===== src/rtl/fetch_unit_pkg.sv =====
// rtl/fetch_unit_pkg.sv - shared widths, cache geometry and FSM encodings for the fetch unit
package fetch_unit_pkg;

    localparam int DATA_WIDTH        = 32;
    localparam int ADDR_WIDTH        = 32;
    localparam int ICACHE_LINES_DEF  = 16;
    localparam int ICACHE_INDEX_W    = $clog2(ICACHE_LINES_DEF);
    localparam int ICACHE_TAG_W      = ADDR_WIDTH - ICACHE_INDEX_W - 2;

    localparam logic TRUE  = 1'b1;
    localparam logic FALSE = 1'b0;

    typedef enum logic [1:0] {
        ST_IDLE       = 2'd0,
        ST_WAIT_MEM   = 2'd1,
        ST_FLUSH_WAIT = 2'd2
    } fetch_state_t;

endpackage


===== src/rtl/fetch_unit_if.sv =====
// rtl/fetch_unit_if.sv - memory-controller fetch port and decoder issue port of the fetch unit
interface fetch_unit_if;
    import fetch_unit_pkg::*;

    logic                  out_mem_ce;
    logic [ADDR_WIDTH-1:0] out_mem_addr;
    logic [DATA_WIDTH-1:0] in_mem_data;
    logic                  in_mem_done;
    logic                  out_decode_ce;
    logic [DATA_WIDTH-1:0] out_decode_inst;
    logic [ADDR_WIDTH-1:0] out_decode_pc;

    modport master (
        output out_mem_ce, out_mem_addr, out_decode_ce, out_decode_inst, out_decode_pc,
        input  in_mem_data, in_mem_done
    );

    modport slave (
        input  out_mem_ce, out_mem_addr, out_decode_ce, out_decode_inst, out_decode_pc,
        output in_mem_data, in_mem_done
    );

endinterface


===== src/rtl/fetch_icache.sv =====
// rtl/fetch_icache.sv - direct-mapped one-word-per-line instruction cache, async read, one write port
module fetch_icache
    import fetch_unit_pkg::*;
#(
    parameter int LINES   = ICACHE_LINES_DEF,
    parameter int INDEX_W = $clog2(LINES),
    parameter int TAG_W   = ADDR_WIDTH - 2 - INDEX_W
) (
    input  logic                    clk,
    input  logic                    rst,
    input  logic [ADDR_WIDTH-3:0]   rd_word,
    output logic                    hit,
    output logic [DATA_WIDTH-1:0]   rd_data,
    input  logic                    wr_en,
    input  logic [ADDR_WIDTH-3:0]   wr_word,
    input  logic [DATA_WIDTH-1:0]   wr_data
);

    logic [TAG_W-1:0]      tag_q  [LINES];
    logic [DATA_WIDTH-1:0] data_q [LINES];
    logic [LINES-1:0]      valid_q;

    logic [INDEX_W-1:0] rd_index, wr_index;
    logic [TAG_W-1:0]   rd_tag, wr_tag;

    assign rd_index = rd_word[INDEX_W-1:0];
    assign rd_tag   = rd_word[ADDR_WIDTH-3:INDEX_W];
    assign wr_index = wr_word[INDEX_W-1:0];
    assign wr_tag   = wr_word[ADDR_WIDTH-3:INDEX_W];

    assign hit     = valid_q[rd_index] && (tag_q[rd_index] == rd_tag);
    assign rd_data = data_q[rd_index];

    always_ff @(posedge clk) begin
        if (rst) begin
            valid_q <= '0;
        end else if (wr_en) begin
            valid_q[wr_index] <= TRUE;
        end
    end

    // Tag and data arrays need no reset: a line is only read once its valid bit is set.
    always_ff @(posedge clk) begin
        if (wr_en) begin
            tag_q[wr_index]  <= wr_tag;
            data_q[wr_index] <= wr_data;
        end
    end

endmodule


===== src/rtl/fetch_unit.sv =====
// rtl/fetch_unit.sv - PC, icache lookup, miss fill and one-per-two-cycle issue to the decoder
module fetch_unit
    import fetch_unit_pkg::*;
#(
    parameter int                    ICACHE_LINES = ICACHE_LINES_DEF,
    parameter logic [ADDR_WIDTH-1:0] RESET_PC     = 32'h0
) (
    input  logic                  clk,
    input  logic                  rst,
    input  logic                  rdy,
    input  logic                  in_rs_isidle,
    input  logic                  in_rob_isidle,
    input  logic                  in_rob_flush,
    input  logic [ADDR_WIDTH-1:0] in_rob_target_pc,
    fetch_unit_if.master          bus
);

    localparam int INDEX_W = $clog2(ICACHE_LINES);

    fetch_state_t          state_q, state_d;
    logic [ADDR_WIDTH-1:0] pc_q;
    logic                  hit;
    logic [DATA_WIDTH-1:0] cache_inst;
    logic                  do_issue, do_req, do_fill, cache_we;

    // Fill address comes from the held request, not the PC, so a redirected PC cannot misplace the line.
    fetch_icache #(.LINES(ICACHE_LINES), .INDEX_W(INDEX_W)) u_icache (
        .clk     (clk),
        .rst     (rst),
        .rd_word (pc_q[ADDR_WIDTH-1:2]),
        .hit     (hit),
        .rd_data (cache_inst),
        .wr_en   (cache_we),
        .wr_word (bus.out_mem_addr[ADDR_WIDTH-1:2]),
        .wr_data (bus.in_mem_data)
    );

    always_ff @(posedge clk) begin
        if (rst) begin
            state_q <= ST_IDLE;
        end else if (rdy) begin
            state_q <= state_d;
        end
    end

    always_comb begin
        state_d = state_q;
        case (state_q)
            ST_IDLE:       if (do_req) state_d = ST_WAIT_MEM;
            ST_WAIT_MEM: begin
                if (bus.in_mem_done)   state_d = ST_IDLE;
                else if (in_rob_flush) state_d = ST_FLUSH_WAIT;
            end
            ST_FLUSH_WAIT: if (bus.in_mem_done) state_d = ST_IDLE;
            default:       state_d = ST_IDLE;
        endcase
    end

    // Gating on out_decode_ce holds issue to every other cycle: in_rs_isidle lags the strobe by one cycle.
    always_comb begin
        do_fill  = (state_q != ST_IDLE) && bus.in_mem_done;
        do_issue = !in_rob_flush && (state_q == ST_IDLE) && hit
                   && in_rs_isidle && in_rob_isidle && !bus.out_decode_ce;
        do_req   = !in_rob_flush && (state_q == ST_IDLE) && !hit;
        cache_we = rdy && do_fill;
    end

    always_ff @(posedge clk) begin
        if (rst) begin
            pc_q                <= RESET_PC;
            bus.out_mem_ce      <= FALSE;
            bus.out_mem_addr    <= '0;
            bus.out_decode_ce   <= FALSE;
            bus.out_decode_inst <= '0;
            bus.out_decode_pc   <= '0;
        end else if (rdy) begin
            bus.out_decode_ce <= do_issue;
            if (do_issue) begin
                bus.out_decode_inst <= cache_inst;
                bus.out_decode_pc   <= pc_q;
            end
            if (in_rob_flush) begin
                pc_q <= in_rob_target_pc;
            end else if (do_issue) begin
                pc_q <= pc_q + 32'd4;
            end
            if (do_req) begin
                bus.out_mem_ce   <= TRUE;
                bus.out_mem_addr <= {pc_q[ADDR_WIDTH-1:2], 2'b00};
            end else if (do_fill) begin
                bus.out_mem_ce   <= FALSE;
            end
        end
    end

endmodule


===== src/flat_wrapper.sv =====
// flat-port wrapper written by rule: the top's interface ports become plain ports
module fetch_unit_flat import fetch_unit_pkg::*;
#(
    parameter int                    ICACHE_LINES = ICACHE_LINES_DEF,
    parameter logic [ADDR_WIDTH-1:0] RESET_PC     = 32'h0
)
  (clk, rst, rdy, in_rs_isidle, in_rob_isidle, in_rob_flush, in_rob_target_pc, bus_out_mem_ce, bus_out_mem_addr, bus_out_decode_ce, bus_out_decode_inst, bus_out_decode_pc, bus_in_mem_data, bus_in_mem_done);
  fetch_unit_if bus_i ();
  input  logic clk;
  input  logic rst;
  input  logic rdy;
  input  logic in_rs_isidle;
  input  logic in_rob_isidle;
  input  logic in_rob_flush;
  input  logic [ADDR_WIDTH-1:0] in_rob_target_pc;
  output wire logic [$bits(bus_i.out_mem_ce)-1:0] bus_out_mem_ce;
  output wire logic [$bits(bus_i.out_mem_addr)-1:0] bus_out_mem_addr;
  output wire logic [$bits(bus_i.out_decode_ce)-1:0] bus_out_decode_ce;
  output wire logic [$bits(bus_i.out_decode_inst)-1:0] bus_out_decode_inst;
  output wire logic [$bits(bus_i.out_decode_pc)-1:0] bus_out_decode_pc;
  input wire logic [$bits(bus_i.in_mem_data)-1:0] bus_in_mem_data;
  input wire logic [$bits(bus_i.in_mem_done)-1:0] bus_in_mem_done;
  assign bus_out_mem_ce = bus_i.out_mem_ce;
  assign bus_out_mem_addr = bus_i.out_mem_addr;
  assign bus_out_decode_ce = bus_i.out_decode_ce;
  assign bus_out_decode_inst = bus_i.out_decode_inst;
  assign bus_out_decode_pc = bus_i.out_decode_pc;
  assign bus_i.in_mem_data = bus_in_mem_data;
  assign bus_i.in_mem_done = bus_in_mem_done;
  fetch_unit #(.ICACHE_LINES(ICACHE_LINES), .RESET_PC(RESET_PC)) u_core (.clk(clk), .rst(rst), .rdy(rdy), .in_rs_isidle(in_rs_isidle), .in_rob_isidle(in_rob_isidle), .in_rob_flush(in_rob_flush), .in_rob_target_pc(in_rob_target_pc), .bus(bus_i));
endmodule

===== config.mk =====
export PLATFORM = sky130hd
export DESIGN_NAME = fetch_unit_flat
export DESIGN_NICKNAME = d
export VERILOG_FILES = /design/src/rtl/fetch_unit_pkg.sv /design/src/rtl/fetch_unit_if.sv /design/src/rtl/fetch_icache.sv /design/src/rtl/fetch_unit.sv /design/src/flat_wrapper.sv
export SDC_FILE = /design/constraint.sdc
export NUM_CORES = 1
export LEC_CHECK = 0
export BUFFER_PORTS_ARGS = -buffer_cell sky130_fd_sc_hd__buf_2
export CAP_MARGIN = 20
export CORE_ASPECT_RATIO = 0.5
export CORE_MARGIN = 5
export CORE_UTILIZATION = 42
export CTS_CLUSTER_DIAMETER = 60
export CTS_CLUSTER_SIZE = 40
export DETAILED_ROUTE_END_ITERATION = 6
export GPL_ROUTABILITY_DRIVEN = 0
export HOLD_SLACK_MARGIN = 0.02
export SLEW_MARGIN = 20
export SYNTH_ARGS = -nofsm -noshare
export SYNTH_HDL_FRONTEND = slang
export SYNTH_SLANG_ARGS = --single-unit

===== constraint.sdc =====
create_clock -name clk -period 17.8 [get_ports clk]
set_clock_uncertainty 0.2 [all_clocks]
set_input_delay 1.78 -clock clk [delete_from_list [all_inputs] [get_ports clk]]
set_output_delay 1.78 -clock clk [all_outputs]
set_load 0.005 [all_outputs]

After elaboration in Yosys (flattened, before gate mapping)
Memories as Yosys holds them, arrays and structs flattened. A register that Yosys moved wholly into a read port is not among the register bits.
Index checks and enable logic that the tools add are counted.
- RAM bits: 928
- memories: 2
- logic and storage cells: 59
- input port bits: 71
- flip-flop bits (word level): 114
- memories (memory ; depth ; bits a word ; rd ports ; clocked after memory_dff ; wr ports ; RTL line ; source):
    u_core.u_icache.data_q ; 16 ; 32 ; 1 ; 1 ; 1 ; fetch_icache.sv:20 ; logic [DATA_WIDTH-1:0] data_q [LINES];
    u_core.u_icache.tag_q ; 16 ; 26 ; 1 ; 1 ; 1 ; fetch_icache.sv:19 ; logic [TAG_W-1:0] tag_q [LINES];
- $add $sub $neg: 1
- magnitude comparators: 3
- equal/unequal tests: 6
- reduce and logical (&&, ||, !) cells: 22
- muxes and demuxes: 17
- bitwise logic cells: 1
- operators with widths (kind ; number):
    2-to-1 mux 32 bit ; 2
    adder 32 x 3 -> 32 bit, second input constant ; 1
    == test 26 bit ; 1
    OR 16 bit ; 1
    logical AND 1 bit ; 10
    less-than comparator 4 x 5 -> 1 bit, second input constant ; 2
    2-to-1 mux 2 bit ; 4
    2-to-1 mux 4 bit ; 2
    AND reduction 2 bit ; 4
    2-to-1 mux 1 bit ; 6
    case mux 2 bit (3 select lines) ; 1
    nonzero test 2 bit ; 3
    binary-select mux 1 bit (select 4 bit) ; 1
    demux 1 bit (select 4 bit) ; 1
    >= comparator 4 x 1 -> 1 bit, second input constant ; 1
    AND reduction 4 bit ; 1
    zero test 1 bit ; 3
    != test 3 bit, second input constant ; 1
    == test 2 x 1 -> 1 bit, second input constant ; 1
    == test 2 bit, second input constant ; 1
    zero test 2 bit ; 1
    != test 2 x 1 -> 1 bit, second input constant ; 1
    != test 2 bit, second input constant ; 1

Logic depth before layout (Yosys ltp)
- depth after elaboration: 11
- depth in mapped cells: 17
- gate-level depth less buffers: 9

Modules after synthesis
A second synthesis with hierarchy kept.
- cells, all modules: 2240
- area, all modules: 41727.5 um^2
- by module, submodules not included (module ; instances ; seq. area each (um^2) ; area an instance (um^2) ; cells an instance):
    fetch_icache ; 1 ; 28187.0 ; 36252.3 ; 1533
    fetch_unit ; 1 ; 2602.5 ; 5475.3 ; 707

Worst setup path after synthesis
No wires, ideal clock.
- path kind: input-to-reg
- start: in rdy
- end: mem u_core.u_icache.data_q[0][0], enable pin
- required time: 17.052 ns
- arrival time: 6.560 ns
- path buffers: 1
- cell stages on the path: 4
- path slack: 10.492 ns
- setup time: 0.548 ns
- path through: clkbuf_1 o211ai_1 or3_1 nor3_1
- word-level cells in the longest chain between the ends: 3
- RTL lines (item ; RTL line ; source):
    from (decl) ; flat_wrapper.sv:11 ; input logic rdy;
    logical AND 1 bit ; fetch_unit.sv:65 ; cache_we = rdy && do_fill;
    2-to-1 mux 1 bit ; fetch_icache.sv:44 ; if (wr_en) begin
    2-to-1 mux 1 bit (implied by the code) ; fetch_icache.sv:46 ; data_q[wr_index] <= wr_data;
    to (decl) ; fetch_icache.sv:20 ;
Every way passes these cells.

==> reports/metrics.yaml <==
status:
  outcome: "complete, no violations"
timing:
  unrepaired_setup_endpoints_after_global_routing: "false"
  timing.final.crit_share_pct: 36.1
  final_report_max_slew_violation_count: 0
  relSlewSlack_pct: 28.1
  final_period_minus_worst_setup_slack_ns: 6.43
  worst_pin_slew_ns: 1.07
  whs_ns: 0.266
  tns_ns: 0
  finalHoldViolations: 0
  finalSetupViolations: 0
  maxClockFrequency_mhz: 156
grt:
  antenna_violations_before_repair: 6
  maximum_number_of_pins_on_one_net_before_global_route_repair: 78
  global_route_total_usage_across_every_layer_pct: 19.8
  first_global_vias: 22000
  grt-ovfl-total: 0
  global_route_wire_length_before_repair_um: 155000
die:
  core_area_sq_um: 100000
  ioPinCount: 169
  die_area_sq_um: 107000
  die_w_um: 459
  floorplan.rows: 82
  die_y_um: 234
  floorplan.initialDensity_pct: 42.3
placed_design:
  dp_cells: 3690
  placed_cell_area_sq_um: 44700
  sum_of_net_half_perimeters_after_detailed_placement_um: 61500
  buffer_ports.inserted: 166
critical_path:
  slowest_stage: "sky130_fd_sc_hd__and4_4"
  required_ns: 18.15
  crit_arrival_ns: 6.78
  worst-setup-path-type: "flip-flop to flip-flop"
  worst_path_most_repeated_cell: "sky130_fd_sc_hd__buf_4"
  critical_path_buf_inv_count: 2
  crit_path_cell_trace: "buf_4, buf_4, mux4_2, nand2_1, a41oi_1, a2111oi_0, nand4_1, nor4_2, and4_4, nor2_1, o32ai_1"
  crit_path_start_kind: "flip-flop"
  cp-end-kind: "flip-flop"
  timing.critical_path.fanout_max: 43
  cpPeakStageDelay_ns: 1.09
  cpLargestDelayFamily: "simple AND/OR/NAND/NOR gates"
logic_synthesis:
  edff_count_synth: 928
  ys_types: 81
  synthDominantCellAreaShare_pct: 65.9
  seq_area_frac_synth_pct: 73.0
  synthesis.instances: 2267
  yosys_warnings: 0
  syn_area_per_cell_sq_um: 18.7
  share_of_flip_flops_with_an_asynchronous_set_or_reset_after_synthesis_pct: 0
  leading_cell_types_by_total_area_after_synthesis: "sky130_fd_sc_hd__edfxtp_1 66%, sky130_fd_sc_hd__mux4_2 12%, sky130_fd_sc_hd__dfxtp_1 7.1%"
  synth_seq_cells: 1078
  synthFlopType: "sky130_fd_sc_hd__edfxtp_1"
  syn-cell-area_sq_um: 42300
  netlist.top_cell.by_area: "sky130_fd_sc_hd__edfxtp_1"
power_and_ir_drop:
  report.power.total_mw: 4.49
  cellLeakagePower_nw: 14.4
  power_density_nw_per_um2: 96.4
  vdd_drop_max_mv: 0.0813
final_layout:
  nets: 2467
  layout_stage_area_growth_over_the_synthesis_result_pct: 10.1
  fin_cells: 3778
  final_layout_size_suffix_gt1_share_pct: 24.4
  final_area_sq_um: 46500
routing:
  routedWlPerCell_um: 28.5
  detailroute.wirelength.met2_um: 53000
  dr.first_iter.drc_count: 2159
  postRouteAntennaNets: 0
  m1WireLength_um: 45500
  via_count: 22000
  met3WireLength_um: 5960
  remaining_drc_errors: 0
  wirelength_um: 108000
  first_pass_iters: 5
  top_routing_layer_in_use: "met5"
  post_drt_via_cell_ratio: 5.82
clock_tree:
  cts_buffer_depth: 3
  tritoncts: "built"
  cts.sink_count: 1078
  ctsResizeCount: 0
  cts_buffers: 47
  postCtsSetupBuffers: 0
  path_clk_slew_ns: 0.12
  later_pin_clock_latency_in_the_skew_report_ns: 0.67
  clock_tree.root_cell: "sky130_fd_sc_hd__clkbuf_16"
  ctsHtreeMaxLevel: 2
  cts_hold_fix_bufs: 0
hold_path:
  hold_path_class: "flip-flop to flip-flop"
job:
  timing.max_cap.violations: 0
==> kinds of logic after synthesis <==
group / Yosys count / synth area share [%]
compound gates: 189 / 3.25
xor+xnor: 24 / 0.497
fa+ha+maj: 1 / 0.0296
buf+inv: 163 / 1.81
flops: 1078 / 73.0
mux: 427 / 17.1
other cells: 1 / 0.00887
simple gates: 384 / 4.34
==> power by group <==
group	internal (mW)	switching (mW)	leakage, nW
clock	0.582	0.907	0.871
combinational	0.103	0.134	4.19
sequential	2.73	0.0273	9.37
total	3.42	1.07	14.4
==> path summary, 6_finish.rpt <==
kind,from,to,slack (ns),cells past startpoint
worst max-delay path,flip-flop,u_core.pc_q[4],11.37,11
worst min-delay path,u_core.pc_q[1],u_core.pc_q[1],0.27,2
worst max register to register,flip-flop,u_core.pc_q[4],11.37,11
worst min register to register,u_core.pc_q[1],u_core.pc_q[1],0.27,2
==> placed cells by master, fill, tap and decap left out, drive strengths merged, types with 11 or more instances in the layout <==
master / instances
clkbuf: 51
nand3: 29
dfxtp: 150
o21ai: 23
inv: 38
clkinv: 13
mux2i: 180
nor3: 28
nor4: 17
a22oi: 14
nand2: 50
xnor2: 17
nor2: 185
mux4: 233
a211oi: 11
mux2: 14
edfxtp: 928
a21oi: 37
buf: 224
==> worst reg2reg max path, cell delays in order, from the launching register on <==
cell and delay, ns:
sky130_fd_sc_hd__dfxtp_4 0.79, sky130_fd_sc_hd__buf_4 0.64, sky130_fd_sc_hd__buf_4 0.67, sky130_fd_sc_hd__mux4_2 0.61, sky130_fd_sc_hd__nand2_1 0.09, sky130_fd_sc_hd__a41oi_1 0.15, sky130_fd_sc_hd__a2111oi_0 0.34, sky130_fd_sc_hd__nand4_1 0.19
sky130_fd_sc_hd__nor4_2 0.67, sky130_fd_sc_hd__and4_4 1.09, sky130_fd_sc_hd__nor2_1 0.48, sky130_fd_sc_hd__o32ai_1 0.40
==> metrics by stage <==
| step | utilization (%) | worst slack [ns] |
|---|---|---|
| after detailed placement | 44.7 | 11.37 |
| after floorplan | - | 10.49 |
| after CTS | 46.5 | 11.30 |
| after global placement | 44.7 | 11.37 |
| after global routing | 46.5 | 10.97 |
| final | 46.5 | 11.37 |
==> Yosys cell counts (6+ instances only) <==
| cell type | instances |
|---|---|
| sky130_fd_sc_hd__inv_1 | 17 |
| sky130_fd_sc_hd__nor3_1 | 28 |
| sky130_fd_sc_hd__or4_1 | 6 |
| sky130_fd_sc_hd__a22oi_1 | 14 |
| sky130_fd_sc_hd__or3_1 | 6 |
| sky130_fd_sc_hd__o221ai_1 | 8 |
| sky130_fd_sc_hd__o22ai_1 | 10 |
| sky130_fd_sc_hd__a211oi_1 | 11 |
| sky130_fd_sc_hd__mux2_2 | 11 |
| sky130_fd_sc_hd__buf_2 | 21 |
| sky130_fd_sc_hd__nand4_1 | 6 |
| sky130_fd_sc_hd__a22o_1 | 8 |
| sky130_fd_sc_hd__buf_4 | 14 |
| sky130_fd_sc_hd__o32ai_1 | 7 |
| sky130_fd_sc_hd__and2_1 | 9 |
| sky130_fd_sc_hd__buf_1 | 19 |
| sky130_fd_sc_hd__a311oi_1 | 10 |
| sky130_fd_sc_hd__and3_1 | 10 |
| sky130_fd_sc_hd__a31oi_1 | 6 |
| sky130_fd_sc_hd__nand2b_1 | 8 |
| sky130_fd_sc_hd__dfxtp_1 | 150 |
| sky130_fd_sc_hd__a221oi_1 | 9 |
| sky130_fd_sc_hd__edfxtp_1 | 928 |
| sky130_fd_sc_hd__xnor2_1 | 17 |
| sky130_fd_sc_hd__clkbuf_1 | 83 |
| sky130_fd_sc_hd__mux4_2 | 233 |
| sky130_fd_sc_hd__a21oi_1 | 37 |
| sky130_fd_sc_hd__o21ai_0 | 22 |
| sky130_fd_sc_hd__nor4_1 | 13 |
| sky130_fd_sc_hd__nor2_1 | 184 |
| sky130_fd_sc_hd__nand3_1 | 29 |
| sky130_fd_sc_hd__nor2b_1 | 7 |
| sky130_fd_sc_hd__xor2_1 | 7 |
| sky130_fd_sc_hd__mux2i_1 | 180 |
| sky130_fd_sc_hd__nand3b_1 | 6 |
| sky130_fd_sc_hd__nand2_1 | 50 |
==> state kept, by name, indices dropped and copies added, names as in the netlist, named ones only <==
register and cells:
u_core.bus.out_decode_inst 32, u_core.bus.out_mem_addr 30, u_core.u_icache.data_q 512, u_core.bus.out_decode_pc 32, u_core.pc_q 32, u_core.bus.out_decode_ce 1
u_core.bus.out_mem_ce 1, u_core.u_icache.valid_q 16, u_core.state_q 2, u_core.u_icache.tag_q 416
==> routing by layer <==
metal / vias up / track usage [%]
li1: 9363 / -
met1: 11800 / 27.0
met2: 696 / 33.4
met3: 153 / 2.72
met4: 6 / 5.77
met5: - / 0
==> area by class of cell <==
cell class / instances / area (sq um)
inverter: 17 / 63.8
fill: 8394 / 53500
timing repair buffer: 224 / 1270
tap: 1344 / 1680
sequential: 1078 / 30900
clock buffer: 51 / 1230
multi-input combinational: 1027 / 10800
antenna: 1 / 2.50
clock inverter: 36 / 603
Note: power is estimated with default switching activity, not from simulation.
